### config.mk
export PLATFORM = sky130hd
export DESIGN_NAME = sipo_rx_flat
export DESIGN_NICKNAME = d
export VERILOG_FILES = /design/src/rtl/sipo_rx_pkg.sv /design/src/rtl/sipo_rx_if.sv /design/src/rtl/sipo_shift.sv /design/src/rtl/sipo_rx.sv /design/src/flat_wrapper.sv
export SDC_FILE = /design/constraint.sdc
export NUM_CORES = 1
export LEC_CHECK = 0
export ABC_AREA = 1
export CAP_MARGIN = 20
export CORE_MARGIN = 3
export CORE_UTILIZATION = 47
export DETAILED_ROUTE_END_ITERATION = 12
export PLACE_DENSITY = 0.73
export SLEW_MARGIN = 15
export SYNTH_ARGS = -nofsm -noshare
export SYNTH_HDL_FRONTEND = slang
export SYNTH_HIERARCHICAL = 1
export SYNTH_SLANG_ARGS = --single-unit
### constraint.sdc
create_clock -name CLK -period 1.2 [get_ports CLK]
set_input_delay 0.12 -clock CLK [delete_from_list [all_inputs] [get_ports CLK]]
set_output_delay 0.12 -clock CLK [all_outputs]
set_load 0.1 [all_outputs]
### src/rtl/sipo_rx_pkg.sv
`default_nettype none
// ============================================================================
//  Module   : sipo_pkg
//  Purpose  : Shared types and line-level constants for the sipo_rx receiver.
//             Provides the receiver state enumeration and the logic levels
//             of the idle line, start bit and stop bit.
//  Revision : 1.0  initial release
// ============================================================================
package sipo_pkg;

    // PARITY is only reachable when the receiver is built with
    // SIPO_RX_PARITY_EN; the encoding is kept identical in both builds.
    typedef enum logic [1:0] {
        IDLE   = 2'd0,
        DATA   = 2'd1,
        PARITY = 2'd2,
        STOP   = 2'd3
    } state_t;

    localparam logic LINE_IDLE = 1'b1;
    localparam logic START_BIT = 1'b0;
    localparam logic STOP_BIT  = 1'b1;

endpackage : sipo_pkg
`default_nettype wire

### src/rtl/sipo_rx_if.sv
`default_nettype none
// ============================================================================
//  Module   : sipo_rx_if
//  Purpose  : Bundle of the serial-line inputs and parallel-word outputs of
//             the sipo_rx receiver.
//  Ports    : SIN, BIT_EN          - serial line and bit strobe (to receiver)
//             Q, VALID,            - received word and status pulses
//             FRAME_ERR, PAR_ERR     (from receiver)
//  Modports : master - link side (drives the line, consumes the word)
//             slave  - receiver side
//  Revision : 1.0  initial release
// ============================================================================
interface sipo_rx_if #(
    parameter int N = 8
);
    logic         SIN;
    logic         BIT_EN;
    logic [N-1:0] Q;
    logic         VALID;
    logic         FRAME_ERR;
    logic         PAR_ERR;

    modport master (
        output SIN,
        output BIT_EN,
        input  Q,
        input  VALID,
        input  FRAME_ERR,
        input  PAR_ERR
    );

    modport slave (
        input  SIN,
        input  BIT_EN,
        output Q,
        output VALID,
        output FRAME_ERR,
        output PAR_ERR
    );
endinterface : sipo_rx_if
`default_nettype wire

### src/rtl/sipo_shift.sv
`default_nettype none
// ============================================================================
//  Module   : sipo_shift
//  Purpose  : N-bit right-shift register. Each enabled cycle the new bit
//             enters at the MSB, so after N shifts of an LSB-first stream
//             the word is aligned with bit 0 in position 0.
//  Ports    : clk        - clock, rising edge
//             rst_n      - asynchronous active-low clear
//             shift_en_i - shift enable
//             din_i      - serial bit entering at the MSB
//             q_o        - register contents
//  Revision : 1.0  initial release
// ============================================================================
module sipo_shift #(
    parameter int N = 8
) (
    input  wire logic         clk,
    input  wire logic         rst_n,
    input  wire logic         shift_en_i,
    input  wire logic         din_i,
    output logic      [N-1:0] q_o
);

    logic [N-1:0] shreg_q;
    logic [N-1:0] shreg_d;

    generate
        if (N == 1) begin : g_single
            assign shreg_d = din_i;
        end else begin : g_multi
            assign shreg_d = {din_i, shreg_q[N-1:1]};
        end
    endgenerate

    always_ff @(posedge clk or negedge rst_n) begin
        if (!rst_n) begin
            shreg_q <= '0;
        end else if (shift_en_i) begin
            shreg_q <= shreg_d;
        end
    end

    assign q_o = shreg_q;

endmodule : sipo_shift
`default_nettype wire

### src/rtl/sipo_rx.sv
`default_nettype none
// ============================================================================
//  Module   : sipo_rx
//  Purpose  : Serial-in, parallel-out framed receiver. Samples SIN on BIT_EN
//             strobes, detects the start bit, shifts in N data bits LSB
//             first, optionally checks an even-parity bit, checks the stop
//             bit and presents the word on Q with a one-cycle VALID pulse.
//  Ports    : CLK    - system clock, rising edge
//             n_res  - asynchronous active-low reset
//             bus    - sipo_rx_if.slave (SIN, BIT_EN in; Q, VALID,
//                      FRAME_ERR, PAR_ERR out)
//  Config   : SIPO_RX_PARITY_EN - when defined, one even-parity bit follows
//             the data; a mismatch suppresses the Q update and pulses
//             PAR_ERR. Otherwise PAR_ERR is constant 0.
//  Revision : 1.0  initial release
// ============================================================================
module sipo_rx
    import sipo_pkg::*;
#(
    parameter int N = 8
) (
    input  wire logic CLK,
    input  wire logic n_res,
    sipo_rx_if.slave  bus
);

    localparam int CNT_W = $clog2(N + 1);

    state_t             state_q;
    logic [CNT_W-1:0]   cnt_q;
    logic [N-1:0]       word_q;
    logic               valid_q;
    logic               ferr_q;
    logic [N-1:0]       shreg_w;
    logic               shift_en_d;
    logic               last_bit_d;

`ifdef SIPO_RX_PARITY_EN
    logic               par_acc_q;   // running XOR of received data bits
    logic               par_bad_q;   // parity bit disagreed with par_acc_q
    logic               perr_q;
`endif

    // The shift register only moves on strobed samples taken in DATA.
    assign shift_en_d = bus.BIT_EN && (state_q == DATA);
    assign last_bit_d = (cnt_q == CNT_W'(N - 1));

    sipo_shift #(
        .N (N)
    ) u_shift (
        .clk        (CLK),
        .rst_n      (n_res),
        .shift_en_i (shift_en_d),
        .din_i      (bus.SIN),
        .q_o        (shreg_w)
    );

    always_ff @(posedge CLK or negedge n_res) begin
        if (!n_res) begin
            state_q   <= IDLE;
            cnt_q     <= '0;
            word_q    <= '0;
            valid_q   <= 1'b0;
            ferr_q    <= 1'b0;
`ifdef SIPO_RX_PARITY_EN
            par_acc_q <= 1'b0;
            par_bad_q <= 1'b0;
            perr_q    <= 1'b0;
`endif
        end else begin
            // Status outputs are single-cycle pulses.
            valid_q <= 1'b0;
            ferr_q  <= 1'b0;
`ifdef SIPO_RX_PARITY_EN
            perr_q  <= 1'b0;
`endif
            if (bus.BIT_EN) begin
                case (state_q)
                    IDLE: begin
                        if (bus.SIN == START_BIT) begin
                            state_q   <= DATA;
                            cnt_q     <= '0;
`ifdef SIPO_RX_PARITY_EN
                            par_acc_q <= 1'b0;
`endif
                        end
                    end
                    DATA: begin
                        cnt_q <= cnt_q + CNT_W'(1);
`ifdef SIPO_RX_PARITY_EN
                        par_acc_q <= par_acc_q ^ bus.SIN;
                        if (last_bit_d) begin
                            state_q <= PARITY;
                        end
`else
                        if (last_bit_d) begin
                            state_q <= STOP;
                        end
`endif
                    end
`ifdef SIPO_RX_PARITY_EN
                    PARITY: begin
                        // Even parity: the parity bit equals the XOR of the data.
                        par_bad_q <= (bus.SIN != par_acc_q);
                        state_q   <= STOP;
                    end
`endif
                    STOP: begin
                        // This sample is never treated as a start bit.
                        state_q <= IDLE;
                        if (bus.SIN == STOP_BIT) begin
`ifdef SIPO_RX_PARITY_EN
                            if (par_bad_q) begin
                                perr_q <= 1'b1;
                            end else begin
                                word_q  <= shreg_w;
                                valid_q <= 1'b1;
                            end
`else
                            word_q  <= shreg_w;
                            valid_q <= 1'b1;
`endif
                        end else begin
                            ferr_q <= 1'b1;
                        end
                    end
                    default: begin
                        state_q <= IDLE;
                    end
                endcase
            end
        end
    end

    assign bus.Q         = word_q;
    assign bus.VALID     = valid_q;
    assign bus.FRAME_ERR = ferr_q;
`ifdef SIPO_RX_PARITY_EN
    assign bus.PAR_ERR   = perr_q;
`else
    assign bus.PAR_ERR   = 1'b0;
`endif

endmodule : sipo_rx
`default_nettype wire

### src/flat_wrapper.sv
// flat-port wrapper written by rule: the top's interface ports become plain ports
module sipo_rx_flat import sipo_pkg::*;
#(
    parameter int N = 8
)
  (CLK, n_res, bus_SIN, bus_BIT_EN, bus_Q, bus_VALID, bus_FRAME_ERR, bus_PAR_ERR);
  sipo_rx_if #(.N(N)) bus_i ();
  input  wire logic CLK;
  input  wire logic n_res;
  input wire logic [$bits(bus_i.SIN)-1:0] bus_SIN;
  input wire logic [$bits(bus_i.BIT_EN)-1:0] bus_BIT_EN;
  output wire logic [$bits(bus_i.Q)-1:0] bus_Q;
  output wire logic [$bits(bus_i.VALID)-1:0] bus_VALID;
  output wire logic [$bits(bus_i.FRAME_ERR)-1:0] bus_FRAME_ERR;
  output wire logic [$bits(bus_i.PAR_ERR)-1:0] bus_PAR_ERR;
  assign bus_i.SIN = bus_SIN;
  assign bus_i.BIT_EN = bus_BIT_EN;
  assign bus_Q = bus_i.Q;
  assign bus_VALID = bus_i.VALID;
  assign bus_FRAME_ERR = bus_i.FRAME_ERR;
  assign bus_PAR_ERR = bus_i.PAR_ERR;
  sipo_rx #(.N(N)) u_core (.CLK(CLK), .n_res(n_res), .bus(bus_i));
endmodule
Word-level counts from Yosys, hierarchy flattened
Cells that the tools add are included.

cells by class
  multiply operators = 0
  divide/modulo/power cells = 0
  bitwise gates (word level) = 0
  multiplexer cells = 11
  reductions and logical operators = 6
  eq/ne operators = 5
  magnitude comparators = 0
  shift-type cells = 0
  $add $sub $neg = 1

operator list
  kind                   number
  $reduce_and A3 Y1      3
  $pmux W4 S2            1
  $mux W1                6
  $add A4 B1 Y4 const B  1
  $eq A4 B3 Y1 const B   1
  $mux W2                2
  $mux W4                1
  $pmux W2 S2            1
  $eq A2 B1 Y1 const B   1
  $eq A2 B2 Y1 const B   1
  $logic_not A2 Y1       1
  $ne A2 B1 Y1 const B   1
  $ne A2 B2 Y1 const B   1
  $reduce_bool A2 Y1     1
  $logic_and A1 B1 Y1    1

word-level totals
  input port bits = 4
  bits in registers = 24
  word-level logic and storage cells = 29
  memories kept = 0
  memory bits (writable) = 0
  ROM bits = 0
  bits in latches = 0

Logic depth before layout (Yosys ltp)
Gate-level depths: netlist of the first run.

  word-level depth = 3
  gate-level depth with buffers = 7

Hierarchy
Netlist of the first run, hierarchy kept.

by module, submodules not included
  module      cells each  times used  area each (sq um)  seq. area each (sq um)
  sipo_rx     84          1           730.7              400.4
  sipo_shift  34          1           305.3              200.2

Worst setup path after synthesis of the first run
OpenSTA, ideal clock, no wires.

  path kind = register to register
  from = register u_core/bus.Q[0] (netlist name)
  to = register u_core.word_q[0] (netlist: u_core/bus.Q[0])
  stages on the path, launching flop included = 3
  library setup time = 0.069 ns
  period minus slack after synthesis = 1.239 ns
  buffers on the path = 0
  arrival = 1.169 ns
  setup slack = -0.039 ns
  cells stage by stage = dfrtp_1 o21ai_0 nand2_1

RTL lines
  item                  RTL line        source
  to (signal assigned)  sipo_rx.sv:120  word_q <= shreg_w;
  to (decl)             sipo_rx.sv:31   logic [N-1:0] word_q;

Worst setup path after layout of the first run
  from = register u_core.state_q[1]
  to = register u_core.u_shift.shreg_q[5] (netlist: u_core/u_shift/q_o[5])

between the ends
  longest elaborated chain between the ends = 2

RTL lines
  item                         RTL line          source
  from (decl)                  sipo_rx.sv:29     state_t state_q;
  from (signal assigned)       sipo_rx.sv:60     state_q <= IDLE;
  from (signal assigned)       sipo_rx.sv:81     state_q <= DATA;
  from (signal assigned)       sipo_rx.sv:97     state_q <= STOP;
  $eq A2 B1 Y1                 sipo_rx.sv:45     assign shift_en_d = bus.BIT_EN && (state_q == DATA);
  $logic_and A1 B1 Y1          sipo_rx.sv:45
  named net u_core.shift_en_d  sipo_rx.sv:35     logic shift_en_d;
  to (signal assigned)         sipo_shift.sv:39  shreg_q <= shreg_d;
  to (decl)                    sipo_shift.sv:24  logic [N-1:0] shreg_q;

The timed path passes the listed nets, and every way through them passes these cells.
A chain may end at the register's enable or synchronous reset.

==> results of run 1 <==
layout by cell type, fill, tap and decap left out, drive strengths merged, types with 3 or more instances in the layout:
cell | synthesis | layout
nand2 | 57 | 57
dfrtp | 24 | 24
buf | 2 | 19
o21ai | 10 | 10
inv | 8 | 8
nand3 | 5 | 5
nor2 | 5 | 5
clkbuf | 0 | 3
clkdlybuf4s50 | 0 | 3
registers in the layout, summed over array words and instances (netlist names):
register	cells
u_core/bus.Q	8
u_core/u_shift/q_o	8
u_core/cnt_q	4
u_core/state_q	2
u_core/bus.FRAME_ERR	1
u_core/bus.VALID	1
how the worst min path moves through the flow:
stage                                startpoint               endpoint  slack (ns)  cells after the start
after global placement    u_core/u_shift/q_o[0]  u_core/u_shift/q_o[0]        0.47                      2
after CTS                                 n_res       u_core/bus.VALID        0.15                      2
after floorplan                           n_res   u_core/bus.FRAME_ERR       -0.18                      0
after detailed placement  u_core/u_shift/q_o[0]  u_core/u_shift/q_o[0]        0.49                      2
after global routing                      n_res       u_core/bus.VALID        0.17                      2
final                                     n_res  u_core/u_shift/q_o[6]        0.16                      2
critical path: cells and delay by family (launching register included):
kind	cells	cell delay [ns]
buf+inv	2	0.26
simple gates	4	0.37
flops	1	0.41
per-stage QoR:
step	area (um2)	utilization, %	hold WS, ns
6_report	1415	69.99	0.1584
5_1_grt	1415	69.99	0.1732
4_1_cts	1411	69.80	0.1546
3_5_place_dp	1359	67.20	0.4864
3_3_place_gp	1359	67.20	0.4662
2_1_floorplan	1046	-	-0.1756
repair_timing:
item	4_1_cts	5_1_grt
endpoints found under the setup margin	0	4
hold buffers	0	0
resized for setup	0	2
logic make-up after synthesis:
kind of cell / count (synthesis)
adder cells (fa/ha/maj): 1
AO/OA/AOI/OAI: 12
XOR/XNOR: 1
flip-flops: 24
AND/OR/NAND/NOR: 68
other: 1
buffers and inverters: 11
per-layer routing:
layer | track usage [%] | wire [um]
met5 | 0 | 0
met4 | 6.383 | 13
met3 | 2.535 | 88
met2 | 32.02 | 987
met1 | 22.81 | 872
cell type report:
cell class	instances	share of cell area [%]
Timing Repair Buffer	22	21.04
Tap cell	27	2.387
Multi-Input combinational cell	83	27.23
Sequential cell	24	43.24
Inverter	9	2.387
Clock inverter	1	2.122
Clock buffer	3	1.592
where the power goes:
part | internal, W | switching [W]
Clock | 0.000337 | 0.000226
Sequential | 0.00112 | 0.000275
Combinational | 0.000707 | 0.00135
Total | 0.00217 | 0.00185
==> reports/qor.tcl, run 1 <==
set qor(final-max-slew-violation-count) 0
set qor(post-route-min-period_ns) 1.105
set qor(filler_cell_count) 144
set qor(timing.critical_path.fanout_max) 7
set qor(floorplan.initialDensity_pct) 51.24
set qor(ctsRootBufferMaster) {clkbuf_4}
set qor(postRouteAntennaNets) 0
set qor(critical-path-top-cell-by-count) {nand2_1}
set qor(rr_endpoint) {u_core/u_shift/q_o[5]}
set qor(tritoncts.num_buffers) 3
set qor(synth_compound_gate_area_share_pct) 6.039
set qor(dpl.cell_count) 165
set qor(global_route.usage.total_pct) 18.27
set qor(tns_ns) 0
set qor(synth_largest_type_area_fraction_pct) 57.97
set qor(vias) 809
set qor(io_pins) 15
set qor(clkSinkCount) 24
set qor(reg2reg_slack_ns) 0.09
set qor(finClkSkew_ns) 0.004664
set qor(critical_path.startpoint) {u_core/state_q[1]}
set qor(report.final.hold_viol_count) 0
set qor(clk_transition_reported_paths_ns) 0.13
set qor(grt_setup_unrepaired) {no}
set qor(hpwlAfterDp_um) 1549
set qor(synth.most_common_cell) {nand2_1}
set qor(cell_row_count) 16
set qor(grt.overflow.total) 0
set qor(number_of_i_o_port_buffers) 13
set qor(synth_seq_area_share_pct) 57.97
set qor(timing_worst_setup_path_type) {register to register}
set qor(antenna-diode-count) 0
set qor(die_height_um) 52.95
set qor(number_of_failing_setup_endpoints_in_the_final_timing_report) 0
set qor(timing.critical_path.slowest_cell_delay_ns) 0.41
set qor(worst_flop_to_flop_path_startpoint) {u_core/state_q[1]}
set qor(timing.critical_path.required_ns) 1.45
set qor(rr_worst_depth) 6
set qor(syn-cell-area_mm2) 0.001036
set qor(synth_top_family_by_area) {simple AND/OR/NAND/NOR gates}
set qor(grt_first_pass_wirelength_um) 3650
set qor(critPathCapture) {u_core/u_shift/q_o[5]}
set qor(synth-main-ff-cell) {dfrtp_1}
set qor(synth_area_leader_cell) {dfrtp_1}
set qor(die_area_mm2) 0.002804
set qor(postSynthRegisterBits) 24
set qor(worstHoldPathType) {input port to async pin}
set qor(path_cells) {inv_2, nand2_2, nor2_4, buf_4, nand2_1, nand2_1}
set qor(cts_setup_buffers) 0
set qor(htree_levels) 1
set qor(route.detailed.vias_per_inst) 4.787
set qor(drt_pass1_iterations) 4
set qor(setup_ws_ns) 0.09495
set qor(synthArstFlopShare_pct) 100.0
set qor(dpl_worst_slack_ns) -0.1487
set qor(critical-path-slowest-cell) {dfrtp_1}
set qor(sequential_cell_area_um2) 611.8
set qor(power_density_mw_per_mm2) 2842
set qor(fin_total_pwr_w) 0.004021
set qor(max-clock-path-buffers) 2
set qor(grt_max_degree) 25
set qor(core_region_area_mm2) 0.002022
set qor(critPathArrivalTime_ns) 1.35
set qor(maxClockFrequency_ghz) 0.9049
set qor(yosys-top-cells-count) {nand2_1 (52), dfrtp_1 (24), o21ai_0 (8)}
set qor(routed_wl_um) 1961
set qor(floorplan.die.width_um) 52.95
set qor(worst_ir_drop_vdd_uv) 1639
set qor(initial_antenna_violation_count) 0
set qor(tritoncts) {yes}
set qor(place.gp.congestion) 0.7689
set qor(timing.critical_path.from_type) {register}
set qor(combined_area_of_the_multi_input_logic_cells_um2) 385.4
set qor(synth.yosys.warnings) 6
set qor(synth_fa_ha_area_share_pct) 1.208
set qor(fraction_of_the_mapped_netlist_area_in_simple_logic_gates_pct) 28.50
set qor(power.static_leakage_nw) 0.7263
set qor(syn_nets) 123
set qor(layout_worst_path_cycle_share_pct) 92.09
set qor(cp-end-kind) {register}
set qor(synthesis.area_per_instance_um2) 8.780
set qor(grt_pass1_vias) 837
set qor(netlist_instances) 118
set qor(muxShareOfSynthArea_pct) 0
set qor(run_status) {finished, final reports clean}
set qor(drt_iter0_markers) 20
set qor(drc) 0
set qor(drive_gt1_share_pct) 30.99
set qor(maxCapViolations) 0
set qor(yosys.area_share.xor_xnor_pct) 0.8454
set qor(synth_edf_count) 0
set qor(synth.area.top_cells) {dfrtp_1 (58%), nand2_1 (19%), o21ai_0 (3.9%)}
set qor(area_growth_syn_to_layout_pct) 36.59
set qor(route.detailed.wl_per_inst_um) 11.60
set qor(later_pin_clock_latency_in_the_skew_report_ns) 0.30
set qor(synth.lib_cells_used.distinct) 20
set qor(stdcell_count) 169
set qor(layout.nets) 148
No activity file was read; power rests on OpenSTA's default activity.
==> run 2, diff against run 1 <==
--- a/config.mk
+++ b/config.mk
@@ -10,9 +10,11 @@
 export CORE_MARGIN = 3
 export CORE_UTILIZATION = 47
 export DETAILED_ROUTE_END_ITERATION = 12
+export GPL_TIMING_DRIVEN = 0
 export PLACE_DENSITY = 0.73
 export SLEW_MARGIN = 15
 export SYNTH_ARGS = -nofsm -noshare
 export SYNTH_HDL_FRONTEND = slang
 export SYNTH_HIERARCHICAL = 1
 export SYNTH_SLANG_ARGS = --single-unit
+export TNS_END_PERCENT = 50
==> run 2 against run 1 <==
Compared with the run above: via count is 1.5% higher; wire length is 1.5% higher; final cell count stayed put; core utilization is 5.1 points lower; die area stayed put; maximum frequency is 7.3% lower; worst hold slack worse by 0.097 ns; register-to-register slack worse by 0.09 ns; power is 7.8% lower; critical path type unchanged; critical endpoint is now u_core/u_shift/q_o[2]; largest cell class unchanged.
==> reports/qor.tcl, run 2 (synthesis gave the netlist of run 1 again) <==
set qor(run_status) {finished, final reports clean}
set qor(tritoncts.num_buffers) 3
set qor(grt_pass1_vias) 688
set qor(vias) 821
set qor(maxClockFrequency_ghz) 0.8391
set qor(power_density_mw_per_mm2) 2829
set qor(max-clock-path-buffers) 2
set qor(timing.critical_path.fanout_max) 8
set qor(drive_gt1_share_pct) 33.80
set qor(layout_worst_path_cycle_share_pct) 99.32
set qor(tns_ns) 0
set qor(floorplan.initialDensity_pct) 51.24
set qor(report.final.hold_viol_count) 0
set qor(timing_worst_setup_path_type) {register to register}
set qor(timing.critical_path.required_ns) 1.43
set qor(routed_wl_um) 1991
set qor(drc) 0
set qor(later_pin_clock_latency_in_the_skew_report_ns) 0.32
set qor(die_area_mm2) 0.002804
set qor(worstHoldPathType) {input port to async pin}
set qor(core_region_area_mm2) 0.002022
set qor(global_route.usage.total_pct) 15.21
set qor(antenna-diode-count) 0
set qor(final.hold.worst_slack_ns) 0.06116
set qor(clk_transition_reported_paths_ns) 0.13
set qor(cell_row_count) 16
set qor(dpl.cell_count) 158
set qor(hpwlAfterDp_um) 1297
set qor(initial_antenna_violation_count) 0
set qor(filler_cell_count) 168
set qor(io_pins) 15
set qor(finClkSkew_ns) 0.005265
set qor(timing.critical_path.from_type) {register}
set qor(htree_levels) 1
set qor(postRouteAntennaNets) 0
set qor(cp-end-kind) {register}
set qor(final_core_util_pct) 64.85
set qor(ctsRootBufferMaster) {clkbuf_4}
set qor(place.gp.congestion) 0.7126
set qor(final-max-slew-violation-count) 0
set qor(clkSinkCount) 24
set qor(route.detailed.vias_per_inst) 4.858
set qor(layout.nets) 148
set qor(tritoncts) {yes}
set qor(drt_pass1_iterations) 4
set qor(power.static_leakage_nw) 0.7036
set qor(floorplan.die.width_um) 52.95
set qor(worst_ir_drop_vdd_uv) 1296
set qor(stdcell_count) 169
set qor(maxCapViolations) 0
set qor(die_height_um) 52.95
set qor(area_growth_syn_to_layout_pct) 26.57
set qor(grt_max_degree) 25
set qor(layout.cells.most_common) {nand2_1}
set qor(critPathArrivalTime_ns) 1.42
set qor(grt_setup_unrepaired) {yes}
set qor(grt_first_pass_wirelength_um) 3042
set qor(route.detailed.wl_per_inst_um) 11.78
set qor(hold_buf_cts) 0
set qor(number_of_i_o_port_buffers) 13
set qor(fin_total_pwr_w) 0.003709
set qor(drt_iter0_markers) 16
set qor(grt.overflow.total) 0
set qor(final_cell_mix) {nand2_1 (44), dfrtp_1 (18), buf_4 (15)}
set qor(post-route-min-period_ns) 1.192
set qor(number_of_failing_setup_endpoints_in_the_final_timing_report) 0
==> run 2: cell types whose count changed in the layout (fill, tap and decap cells not counted), sizes merged <==
cell / delta
buf: -1
bufinv: -1
clkbuf: +2
==> run 2: worst max-delay path: stages, from the launching register on <==
cell     delay (ns)
dfrtp_2        0.49
inv_4          0.09
nand2_4        0.05
nor2_4         0.16
buf_6          0.15
inv_8          0.05
nand2_2        0.05
nand2_2        0.05
==> run 2: stage by stage <==
step	setup slack, ns	instance area [um2]
2_1_floorplan	-0.03850	1041
3_3_place_gp	-0.3764	1205
3_5_place_dp	-0.3924	1205
4_1_cts	-0.01369	1225
5_1_grt	-0.05842	1311
6_report	0.008188	1311
==> run 2: area by class of cell <==
cell class	instances	area [um2]	area share, %
flip-flops and latches	24	608.1	46.37
multi-input cells	83	407.9	31.11
repair buffers	20	162.7	12.40
inverters	9	43.79	3.340
clock buffers	4	36.28	2.767
well taps	27	33.78	2.576
plain buffers	2	18.77	1.431
==> run 2: report_power, final <==
group | total [W] | switching [W] | internal (W)
sequential | 0.00136 | 0.000252 | 0.00111
combinational | 0.00191 | 0.00138 | 0.000532
clock | 0.000433 | 0.000248 | 0.000186
==> run 2: timing repair <==
item                                    4_1_cts  5_1_grt
setup buffers                                 0        5
cloned                                        0        1
resized for setup                            63       12
pin swaps                                     0        4
endpoints found under the setup margin       18       13
endpoints found under the hold margin         0        0
==> run 2: per-layer routing <==
metal	global-route usage, %	part of all wire (%)
met5	0	0
met4	10.21	1.9
met3	1.690	5.5
met2	22.93	46
met1	20.40	46
==> run 2: final timing paths <==
| kind | startpoint | endpoint | slack, ns | cells after the start |
|---|---|---|---|---|
| worst max-delay path | u_core/state_q[1] | u_core/u_shift/q_o[2] | 0.008 | 7 |
| worst min-delay path | n_res | u_core/bus.FRAME_ERR | 0.06 | 1 |
| worst max register to register | u_core/state_q[1] | u_core/u_shift/q_o[2] | 0.008 | 7 |
| worst min register to register | u_core/u_shift/q_o[1] | u_core/u_shift/q_o[1] | 0.51 | 2 |
| max in group asynchronous | n_res | u_core/bus.Q[2] | 0.69 | 2 |
| min in group CLK | bus_SIN | u_core/bus.FRAME_ERR | 0.51 | 2 |
